File: config.mk
export PLATFORM = sky130hd
export DESIGN_NAME = weight_rom_arbiter_flat
export DESIGN_NICKNAME = d
export VERILOG_FILES = /design/src/rtl/nn_rom_pkg.sv /design/src/rtl/weight_rom_arbiter_if.sv /design/src/rtl/rr_arbiter.sv /design/src/rtl/weight_rom_arbiter.sv /design/src/flat_wrapper.sv
export SDC_FILE = /design/constraint.sdc
export NUM_CORES = 1
export LEC_CHECK = 0
export CORE_AREA = 8 8 97 99
export DETAILED_ROUTE_END_ITERATION = 8
export DIE_AREA = 0 0 105 107
export HOLD_SLACK_MARGIN = 0.12
export PLACE_DENSITY = 0.95
export SKIP_CTS_REPAIR_TIMING = 1
export SLEW_MARGIN = 20
export SYNTH_ARGS = -nofsm -noshare
export SYNTH_HDL_FRONTEND = slang
export SYNTH_SLANG_ARGS = --single-unit
File: constraint.sdc
create_clock -name clk -period 7 [get_ports clk]
set_input_delay 1.05 -clock clk [delete_from_list [all_inputs] [get_ports clk]]
set_output_delay 1.05 -clock clk [all_outputs]
set_load 0.005 [all_outputs]
File: src/rtl/nn_rom_pkg.sv
`default_nettype none
// +----------------------------------------------------------------------+
// | nn_rom_pkg : shared widths and FSM encoding for the weight ROM arbiter |
// | Revision   : 1.0                                                      |
// +----------------------------------------------------------------------+
package nn_rom_pkg;

  localparam int c_DEF_ADDR_WIDTH = 16;
  localparam int c_DEF_DATA_WIDTH = 16;
  localparam int c_DEF_LEN_WIDTH  = 10;

  typedef enum logic [1:0] {
    IDLE  = 2'd0,
    BURST = 2'd1,
    DRAIN = 2'd2
  } state_e;

endpackage : nn_rom_pkg
`default_nettype wire

File: src/rtl/weight_rom_arbiter_if.sv
`default_nettype none
// +----------------------------------------------------------------------+
// | weight_rom_arbiter_if : requester/ROM bus seen by the weight arbiter  |
// | Revision             : 1.0                                           |
// +----------------------------------------------------------------------+
interface weight_rom_arbiter_if #(
  parameter int NUM_REQ    = 4,
  parameter int ADDR_WIDTH = 16,
  parameter int DATA_WIDTH = 16,
  parameter int LEN_WIDTH  = 10
);

  logic [NUM_REQ-1:0]            req;
  logic [NUM_REQ*ADDR_WIDTH-1:0] base_addr;
  logic [NUM_REQ*LEN_WIDTH-1:0]  burst_len;
  logic [NUM_REQ-1:0]            grant;
  logic                          busy;
  logic [ADDR_WIDTH-1:0]         rom_addr;
  logic [DATA_WIDTH-1:0]         rom_q;
  logic [NUM_REQ-1:0]            rsp_valid;
  logic [DATA_WIDTH-1:0]         rsp_data;
  logic [NUM_REQ-1:0]            rsp_last;

  // Engines plus the ROM read port form the master side.
  modport master (
    output req, base_addr, burst_len, rom_q,
    input  grant, busy, rom_addr, rsp_valid, rsp_data, rsp_last
  );

  modport slave (
    input  req, base_addr, burst_len, rom_q,
    output grant, busy, rom_addr, rsp_valid, rsp_data, rsp_last
  );

endinterface : weight_rom_arbiter_if
`default_nettype wire

File: src/rtl/rr_arbiter.sv
`default_nettype none
// +----------------------------------------------------------------------+
// | rr_arbiter : round-robin one-hot grant, pointer advances on accept    |
// | Revision   : 1.0                                                      |
// +----------------------------------------------------------------------+
module rr_arbiter #(
  parameter int NUM_REQ = 4
) (
  input  logic               clk,
  input  logic               reset_n,
  input  logic [NUM_REQ-1:0] req_i,
  input  logic               en_i,
  output logic [NUM_REQ-1:0] grant_o
);

  localparam int                 c_PTR_W = $clog2(NUM_REQ);
  localparam logic [c_PTR_W:0]   c_NUM   = (c_PTR_W+1)'(NUM_REQ);
  localparam logic [c_PTR_W:0]   c_LAST  = (c_PTR_W+1)'(NUM_REQ - 1);

  logic [c_PTR_W-1:0] ptr_q;
  logic [c_PTR_W-1:0] ptr_d;
  logic [c_PTR_W:0]   idx;

  // Scan farthest-to-nearest so the requester closest to the pointer wins.
  always_comb begin
    grant_o = '0;
    ptr_d   = ptr_q;
    idx     = '0;
    for (int k = NUM_REQ - 1; k >= 0; k--) begin
      idx = {1'b0, ptr_q} + (c_PTR_W+1)'(k);
      if (idx >= c_NUM) begin
        idx = idx - c_NUM;
      end
      if (req_i[idx[c_PTR_W-1:0]]) begin
        grant_o                    = '0;
        grant_o[idx[c_PTR_W-1:0]]  = en_i;
        ptr_d = (idx == c_LAST) ? '0 : idx[c_PTR_W-1:0] + c_PTR_W'(1);
      end
    end
  end

  always_ff @(posedge clk or negedge reset_n) begin
    if (!reset_n) begin
      ptr_q <= '0;
    end else if (en_i) begin
      ptr_q <= ptr_d;
    end
  end

endmodule : rr_arbiter
`default_nettype wire

File: src/rtl/weight_rom_arbiter.sv
`default_nettype none
// +----------------------------------------------------------------------+
// | weight_rom_arbiter : shares one 1-cycle ROM among layer engines,      |
// |                      round-robin bursts with valid/last to the owner. |
// | Revision           : 1.0                                             |
// +----------------------------------------------------------------------+
module weight_rom_arbiter
  import nn_rom_pkg::*;
#(
  parameter int NUM_REQ    = 4,
  parameter int ADDR_WIDTH = c_DEF_ADDR_WIDTH,
  parameter int DATA_WIDTH = c_DEF_DATA_WIDTH,
  parameter int LEN_WIDTH  = c_DEF_LEN_WIDTH
) (
  input  logic                 clk,
  input  logic                 reset_n,
  weight_rom_arbiter_if.slave  bus_if
);

  state_e                state_q;
  logic [NUM_REQ-1:0]    grant;
  logic [NUM_REQ-1:0]    owner_q;
  logic [NUM_REQ-1:0]    rsp_valid_q;
  logic [NUM_REQ-1:0]    rsp_last_q;
  logic [ADDR_WIDTH-1:0] rom_addr_q;
  logic [LEN_WIDTH-1:0]  remaining_q;
  logic                  busy_q;
  logic                  arb_en;
  logic [ADDR_WIDTH-1:0] sel_base;
  logic [LEN_WIDTH-1:0]  sel_len;

  // Gating with reset_n keeps grant quiet while reset is asserted.
  assign arb_en = (state_q == IDLE) && reset_n;

  rr_arbiter #(
    .NUM_REQ (NUM_REQ)
  ) u_rr_arbiter (
    .clk     (clk),
    .reset_n (reset_n),
    .req_i   (bus_if.req),
    .en_i    (arb_en),
    .grant_o (grant)
  );

  always_comb begin
    sel_base = '0;
    sel_len  = '0;
    for (int i = 0; i < NUM_REQ; i++) begin
      sel_base = sel_base | ({ADDR_WIDTH{grant[i]}} & bus_if.base_addr[i*ADDR_WIDTH +: ADDR_WIDTH]);
      sel_len  = sel_len  | ({LEN_WIDTH{grant[i]}}  & bus_if.burst_len[i*LEN_WIDTH +: LEN_WIDTH]);
    end
  end

  // Every BURST cycle issues rom_addr_q; its word returns one cycle later.
  always_ff @(posedge clk or negedge reset_n) begin
    if (!reset_n) begin
      state_q     <= IDLE;
      owner_q     <= '0;
      rsp_valid_q <= '0;
      rsp_last_q  <= '0;
      rom_addr_q  <= '0;
      remaining_q <= '0;
      busy_q      <= 1'b0;
    end else begin
      case (state_q)
        IDLE: begin
          rsp_valid_q <= '0;
          rsp_last_q  <= '0;
          if (|grant) begin
            owner_q     <= grant;
            rom_addr_q  <= sel_base;
            remaining_q <= sel_len;
            busy_q      <= 1'b1;
            state_q     <= BURST;
          end
        end
        BURST: begin
          rsp_valid_q <= owner_q;
          if (remaining_q == '0) begin
            rsp_last_q <= owner_q;
            state_q    <= DRAIN;
          end else begin
            rsp_last_q  <= '0;
            rom_addr_q  <= rom_addr_q + ADDR_WIDTH'(1);
            remaining_q <= remaining_q - LEN_WIDTH'(1);
          end
        end
        DRAIN: begin
          rsp_valid_q <= '0;
          rsp_last_q  <= '0;
          busy_q      <= 1'b0;
          state_q     <= IDLE;
        end
        default: begin
          state_q <= IDLE;
        end
      endcase
    end
  end

  assign bus_if.grant     = grant;
  assign bus_if.busy      = busy_q;
  assign bus_if.rom_addr  = rom_addr_q;
  assign bus_if.rsp_valid = rsp_valid_q;
  assign bus_if.rsp_last  = rsp_last_q;
  assign bus_if.rsp_data  = bus_if.rom_q;

endmodule : weight_rom_arbiter
`default_nettype wire
File: src/flat_wrapper.sv
// flat-port wrapper written by rule: the top's interface ports become plain ports
module weight_rom_arbiter_flat import nn_rom_pkg::*;
#(
  parameter int NUM_REQ    = 4,
  parameter int ADDR_WIDTH = c_DEF_ADDR_WIDTH,
  parameter int DATA_WIDTH = c_DEF_DATA_WIDTH,
  parameter int LEN_WIDTH  = c_DEF_LEN_WIDTH
)
  (clk, reset_n, bus_if_req, bus_if_base_addr, bus_if_burst_len, bus_if_rom_q, bus_if_grant, bus_if_busy, bus_if_rom_addr, bus_if_rsp_valid, bus_if_rsp_data, bus_if_rsp_last);
  weight_rom_arbiter_if #(.NUM_REQ(NUM_REQ), .ADDR_WIDTH(ADDR_WIDTH), .DATA_WIDTH(DATA_WIDTH), .LEN_WIDTH(LEN_WIDTH)) bus_if_i ();
  input  logic clk;
  input  logic reset_n;
  input wire logic [$bits(bus_if_i.req)-1:0] bus_if_req;
  input wire logic [$bits(bus_if_i.base_addr)-1:0] bus_if_base_addr;
  input wire logic [$bits(bus_if_i.burst_len)-1:0] bus_if_burst_len;
  input wire logic [$bits(bus_if_i.rom_q)-1:0] bus_if_rom_q;
  output wire logic [$bits(bus_if_i.grant)-1:0] bus_if_grant;
  output wire logic [$bits(bus_if_i.busy)-1:0] bus_if_busy;
  output wire logic [$bits(bus_if_i.rom_addr)-1:0] bus_if_rom_addr;
  output wire logic [$bits(bus_if_i.rsp_valid)-1:0] bus_if_rsp_valid;
  output wire logic [$bits(bus_if_i.rsp_data)-1:0] bus_if_rsp_data;
  output wire logic [$bits(bus_if_i.rsp_last)-1:0] bus_if_rsp_last;
  assign bus_if_i.req = bus_if_req;
  assign bus_if_i.base_addr = bus_if_base_addr;
  assign bus_if_i.burst_len = bus_if_burst_len;
  assign bus_if_i.rom_q = bus_if_rom_q;
  assign bus_if_grant = bus_if_i.grant;
  assign bus_if_busy = bus_if_i.busy;
  assign bus_if_rom_addr = bus_if_i.rom_addr;
  assign bus_if_rsp_valid = bus_if_i.rsp_valid;
  assign bus_if_rsp_data = bus_if_i.rsp_data;
  assign bus_if_rsp_last = bus_if_i.rsp_last;
  weight_rom_arbiter #(.NUM_REQ(NUM_REQ), .ADDR_WIDTH(ADDR_WIDTH), .DATA_WIDTH(DATA_WIDTH), .LEN_WIDTH(LEN_WIDTH)) u_core (.clk(clk), .reset_n(reset_n), .bus_if(bus_if_i));
endmodule
==> summary.md, run 1 <==
| Metric | Value |
|---|---|
| Area growth, synth to finish | `39.9%` |
| Most used standard cells in the synthesized netlist | `52 x nand2_1, 43 x dfrtp_1, 30 x a22oi_1` |
| Kind of path behind the tightest hold check | `reg2reg` |
| Share of final-layout standard cells stronger than drive strength 1 | `5.34%` |
| Worst Reg-to-Reg Cells | `9` |
| Run status | `completed` |
| Number of antenna violations at the first check in global routing | `0` |
| Finished Layout Cells | `629` |
| Setup Skew | `10.8 ps` |
| Yosys top cell by area | `dfrtp_1` |
| Slew @ Worst Pin | `967 ps` |
| Worst slew margin | `33.9%` |
| CP endpoint kind | `output port` |
| Master cell of the clock root buffer | `clkbuf_8` |
| Sequential cell area | `0.00108 sq mm` |
| Crit. Startpoint | `bus_if_req[1]` |
| Routed wirelength normalized by instance count | `19.7 um` |
| Number of buffers added by the clock tree synthesis step | `5` |
| Maximum fanout along the worst path | `24` |
| Area of the core region | `0.00793 sq mm` |
| Number of setup violations in the final report | `0` |
| Iteration-0 DRC count of the detailed router | `297` |
| Setup CP Type | `in2out` |
| Remaining global-route overflow | `0` |
| Destination of the worst register-to-register timing path | `u_core.remaining_q[2]` |
| Nets in the synthesized netlist | `551` |
| Post-Route Utilization | `61.0%` |
| Die outline height | `107 um` |
| PwrDens | `304 mW/mm^2` |
| Fmax | `195 MHz` |
| Boundary pin count | `171` |
| Main flop type after synthesis | `dfrtp_1` |
| Count of distinct cell types in the synthesized netlist | `53` |
| Overall die area | `0.0112 sq mm` |
| Avg Vias per Cell | `6.00` |
| Max-cap violations | `0` |
| Via count of the first global-routing pass | `3898` |
| Vias after detailed routing | `3777` |
| Maximum number of pins on one net before global-route repair | `44` |
| Startpoint type of the worst setup path | `input pin` |
| Cell count after synthesis | `416` |
| Number of port buffers | `138` |
| Total routed wirelength | `12400 um` |
| Critical path destination | `bus_if_grant[3]` |
| Filler Cells Inserted | `693` |
| Number of levels in the clock H-tree | `2` |
| Share of Yosys cell area claimed by the top area cell type | `31.1%` |
| Number of rows created at floorplan | `33` |
| Worst voltage drop across the vdd grid | `0.181 mV` |
| Count of flip-flops with a built-in enable after synthesis | `0` |
| Sinks on Clock Net | `43` |
| Width of the chip | `105 um` |
| Total track usage | `21.5%` |
| Final total negative setup slack | `0 ps` |
| DP HPWL | `9430 um` |
| Post-synthesis sequential area ratio | `31.1%` |
| Placed Cells | `621` |
| Setup slack, reg-to-reg | `2400 ps` |
| Number of antenna-violating nets in the routed design | `0` |
| Cell Area, Synth | `0.00346 sq mm` |
| Clk pin slew, worst setup/hold paths | `80 ps` |
| Worst Setup Slack post-DPL | `1640 ps` |
| Startpoint of the lowest-slack register-to-register path | `u_core.u_rr_arbiter.ptr_q[0]` |
| Proportion of register bits with asynchronous set or reset after synthesis | `100%` |
| Number of detailed-route iterations in the first pass | `9` |
| Arrival time at the worst endpoint | `4080 ps` |
| Final slew viol count | `0` |
| Post-layout min period | `5130 ps` |
| Leakage power of the design | `1.90 nW` |
| Clock buffer depth | `2` |
| DRC violations left | `0` |
| TritonCTS clock tree | `done` |
| Setup slack of the critical path after layout | `1870 ps` |
| Mean instance size in the synthesized netlist | `8.32 sq um` |
| FF+latch count, synth | `43` |
| Global-route wire length before repair | `20000 um` |
| Final Hold Violating Endpoints | `0` |
| Initial core utilization | `43.6%` |
| Most area-consuming cells after synthesis | `dfrtp_1 31%, a22oi_1 6.5%, nand2_1 5.6%` |
| Number of nets in the final layout | `658` |
| Yosys Warn Count | `0` |
| Ant. Diodes | `0` |
| Required @ worst endpoint | `5950 ps` |
| Clk_lat worst skew | `300 ps` |
| Area occupied by multi-input gates | `0.00210 sq mm` |
| Placer congestion estimate | `0.843` |
| Final Cycle Share | `73.3%` |
| Library cell with the highest instance count after synthesis | `nand2_1` |
| Unrepaired setup endpoints after global routing | `no` |
worst min path at each step:
stage                                     start                     to  slack [ps]  cells after the start
after detailed placement  u_core.remaining_q[7]  u_core.remaining_q[7]         490                      1
final                     u_core.remaining_q[7]  u_core.remaining_q[7]         520                      1
after floorplan           u_core.remaining_q[7]  u_core.remaining_q[7]         470                      1
after global routing      u_core.remaining_q[7]  u_core.remaining_q[7]         540                      1
after CTS                 u_core.remaining_q[7]  u_core.remaining_q[7]         510                      1
after global placement    u_core.remaining_q[7]  u_core.remaining_q[7]         480                      1
sequential cells by signal (all words and copies together) (netlist names):
name and cells:
u_core.bus_if.busy 1, u_core.bus_if.rom_addr 16, u_core.bus_if.rsp_last 4, u_core.bus_if.rsp_valid 4, u_core.owner_q 4, u_core.remaining_q 10
u_core.state_q 2, u_core.u_rr_arbiter.ptr_q 2
power breakdown:
part / switching (mW) / internal, mW / total (mW)
sequential: 0.131 / 0.346 / 0.478
clock: 0.0858 / 0.0702 / 0.156
combinational: 0.402 / 0.433 / 0.835
total: 0.619 / 0.849 / 1.47
cell families (layout without fill, tap and decap cells):
| group | after synthesis | in the layout | synth area share (%) |
|---|---|---|---|
| muxes | 12 | 12 | 4.38 |
| adders and majority gates | 9 | 9 | 3.26 |
| and+or+nand+nor | 143 | 143 | 19.7 |
| buffers and inverters | 53 | 161 | 8.97 |
| xor gates and xnor gates | 5 | 5 | 1.27 |
| AOI/OAI and AO/OA | 151 | 151 | 31.3 |
| DFF | 43 | 43 | 31.1 |
per-stage QoR:
stage | total power, mW | cell area, sq um | hold slack [ps]
finish | 1.47 | 4840 | 516
CTS | 1.46 | 4830 | 513
global placement | 1.27 | 4750 | 482
detailed placement | 1.31 | 4750 | 488
global route | 1.58 | 4840 | 542
floorplan | 1.01 | 3460 | 465
placed cells by master (no fill, tap or decap), drive strengths merged, types with 10 or more instances in the layout:
cell type,n
clkdlybuf4s50,137
nand2,52
dfrtp,43
a22oi,31
o21ai,30
nor2,22
a22o,19
a21oi,17
nand3,16
nor3,11
inv,10
area by class of cell:
class	instances	share of cell area, %
clock buffer	7	1.58
tap	105	2.72
sequential	43	22.2
timing repair buffer	143	29.2
inverter	10	0.776
clock inverter	1	0.103
multi-input combinational	320	43.4
worst max-delay path, cell delays in order:
cell             delay [ps]
clkdlybuf4s50_1         470
mux2_2                  330
mux2i_1                 520
a2111oi_0               350
o21ai_4                 690
clkdlybuf4s50_1         650
per-layer routing:
metal,share of wire (%),track usage (%),vias to the layer above
met5,0,0,-
met4,1.8,5.91,0
met3,8.3,6.12,22
met2,49,37.0,183
met1,41,25.7,1785
li1,-,-,1787
No activity file was read; power rests on OpenSTA's default activity.
==> inputs of run 2 (changes only) <==
Settings changed: CORE_AREA 8 8 97 99 to 8 8 106 108, DIE_AREA 0 0 105 107 to 0 0 114 116, PLACE_DENSITY 0.95 to 0.87.
Clock period 7 ns to 4.7 ns, I/O delays scaled along.
==> summary.md, run 2 (synthesis results as in run 1) <==
| Metric | Value |
|---|---|
| Number of buffers added by the clock tree synthesis step | `5` |
| Number of detailed-route iterations in the first pass | `5` |
| Most common library cell in the layout ignoring fill and taps | `clkdlybuf4s50_1` |
| Number of nets in the final layout | `662` |
| Sinks on Clock Net | `43` |
| Global-route wire length before repair | `20500 um` |
| Switching power total | `0.947 mW` |
| Number of antenna-violating nets in the routed design | `0` |
| Post-layout min period | `4070 ps` |
| PwrDens | `465 mW/mm^2` |
| Initial core utilization | `36.2%` |
| Via count of the first global-routing pass | `3941` |
| Required @ worst endpoint | `3990 ps` |
| Clk pin slew, worst setup/hold paths | `90 ps` |
| Share of final-layout standard cells stronger than drive strength 1 | `6.44%` |
| Cell-internal power | `1.35 mW` |
| Area of the core region | `0.00955 sq mm` |
| Run status | `completed` |
| Clock buffer depth | `2` |
| Area occupied by multi-input gates | `0.00209 sq mm` |
| Number of setup violations in the final report | `0` |
| Post-Place Cell Area | `0.00481 sq mm` |
| Iteration-0 DRC count of the detailed router | `387` |
| Sequential cell area | `0.00108 sq mm` |
| Boundary pin count | `171` |
| Master cell of the clock root buffer | `clkbuf_8` |
| Area growth, synth to finish | `42.6%` |
| Part of the power in the clock network | `13.5%` |
| Vias after detailed routing | `3853` |
| Leakage power of the design | `1.93 nW` |
| Setup Skew | `10.7 ps` |
| Width of the chip | `114 um` |
| Number of flip-flops in the largest register | `16` |
| Placer congestion estimate | `0.884` |
| CP endpoint kind | `output port` |
| Final Cycle Share | `86.7%` |
| Remaining global-route overflow | `0` |
| Maximum number of pins on one net before global-route repair | `44` |
| Final Hold Violating Endpoints | `0` |
| Setup CP Type | `reg2out` |
| DP HPWL | `9910 um` |
| Number of antenna violations at the first check in global routing | `0` |
| Arrival time at the worst endpoint | `3370 ps` |
| Worst voltage drop across the vdd grid | `0.213 mV` |
| Total track usage | `19.1%` |
| Comb pwr share | `55.4%` |
| Switch share | `41.3%` |
| TritonCTS clock tree | `done` |
| Clk_lat worst skew | `300 ps` |
| Max-cap violations | `0` |
| Commonest non-fill, non-tap cells in the layout | `137 x clkdlybuf4s50_1, 52 x nand2_1, 43 x dfrtp_1` |
| Avg Vias per Cell | `5.83` |
| Final slew viol count | `0` |
| DRC violations left | `0` |
| Overall die area | `0.0132 sq mm` |
| Fmax | `245 MHz` |
| Unrepaired setup endpoints after global routing | `no` |
| Total routed wirelength | `13000 um` |
| Final total negative setup slack | `0 ps` |
| Non-Filler Cell Area, Final | `0.00493 sq mm` |
| Maximum fanout along the worst path | `12` |
| Routed wirelength normalized by instance count | `19.6 um` |
| Kind of path behind the tightest hold check | `in2async` |
| Startpoint type of the worst setup path | `flip-flop` |
| Number of levels in the clock H-tree | `2` |
| Die outline height | `116 um` |
| Portion of total power attributed to sequential cells | `31.2%` |
| Worst slew margin | `42.8%` |
| Number of rows created at floorplan | `36` |
| Filler Cells Inserted | `893` |
| Number of port buffers | `138` |
| Ant. Diodes | `0` |
| Slew @ Worst Pin | `837 ps` |
## run 2: final timing paths
path | startpoint | to | slack, ps | depth (start not counted)
worst max-delay path | u_core.u_rr_arbiter.ptr_q[0] | bus_if_grant[3] | 630 | 7
worst min-delay path | reset_n | u_core.remaining_q[2] | 520 | 2
worst max register to register | u_core.u_rr_arbiter.ptr_q[0] | u_core.bus_if.rom_addr[10] | 790 | 10
worst min register to register | u_core.owner_q[0] | u_core.owner_q[0] | 520 | 1
max in group asynchronous | reset_n | u_core.remaining_q[1] | 3800 | 2
min in group clk | u_core.owner_q[0] | u_core.owner_q[0] | 520 | 1
## run 2: routing by layer
metal	vias to the layer above	GRT usage (%)	share of wire, %
met3	20	5.89	8.0
met4	0	3.64	0.95
li1	1807	-	-
met5	-	0	0
met1	1862	22.6	41
met2	164	33.6	50
## run 2: power groups by stage
stage,registers (mW),clock network [mW],logic [mW]
after floorplan,0.658,0,0.841
after global placement,0.704,0,1.22
after detailed placement,0.714,0,1.26
after CTS,0.709,0.309,1.27
after global routing,0.737,0.330,1.40
final,0.715,0.309,1.27
## run 2: cell type report
type / count / area share [%]
Multi-Input combinational cell: 320 / 42.4
Timing Repair Buffer: 147 / 29.3
Sequential cell: 43 / 21.8
Tap cell: 133 / 3.37
Clock buffer: 6 / 1.67
Inverter: 10 / 0.761
Clock inverter: 2 / 0.710
## run 2: through the flow
stage                     setup WS, ps  cells  hold WS, ps  power (mW)  util (%)
after global placement             787    653          482        1.93      50.4
after floorplan                   1370    416          409        1.50         -
after detailed placement           672    653          504        1.98      50.4
final                              626    661          516        2.29      51.7
after CTS                          652    661          522        2.28      51.7
after global routing               482    661          548        2.46      51.7
## run 2: critical path, cell delays in order (launching register included)
cell	delay, ps
dfrtp_1	630
inv_1	190
ha_1	550
nand2b_1	160
o22ai_1	80
a2111oi_0	790
o21ai_2	150
clkdlybuf4s50_1	530
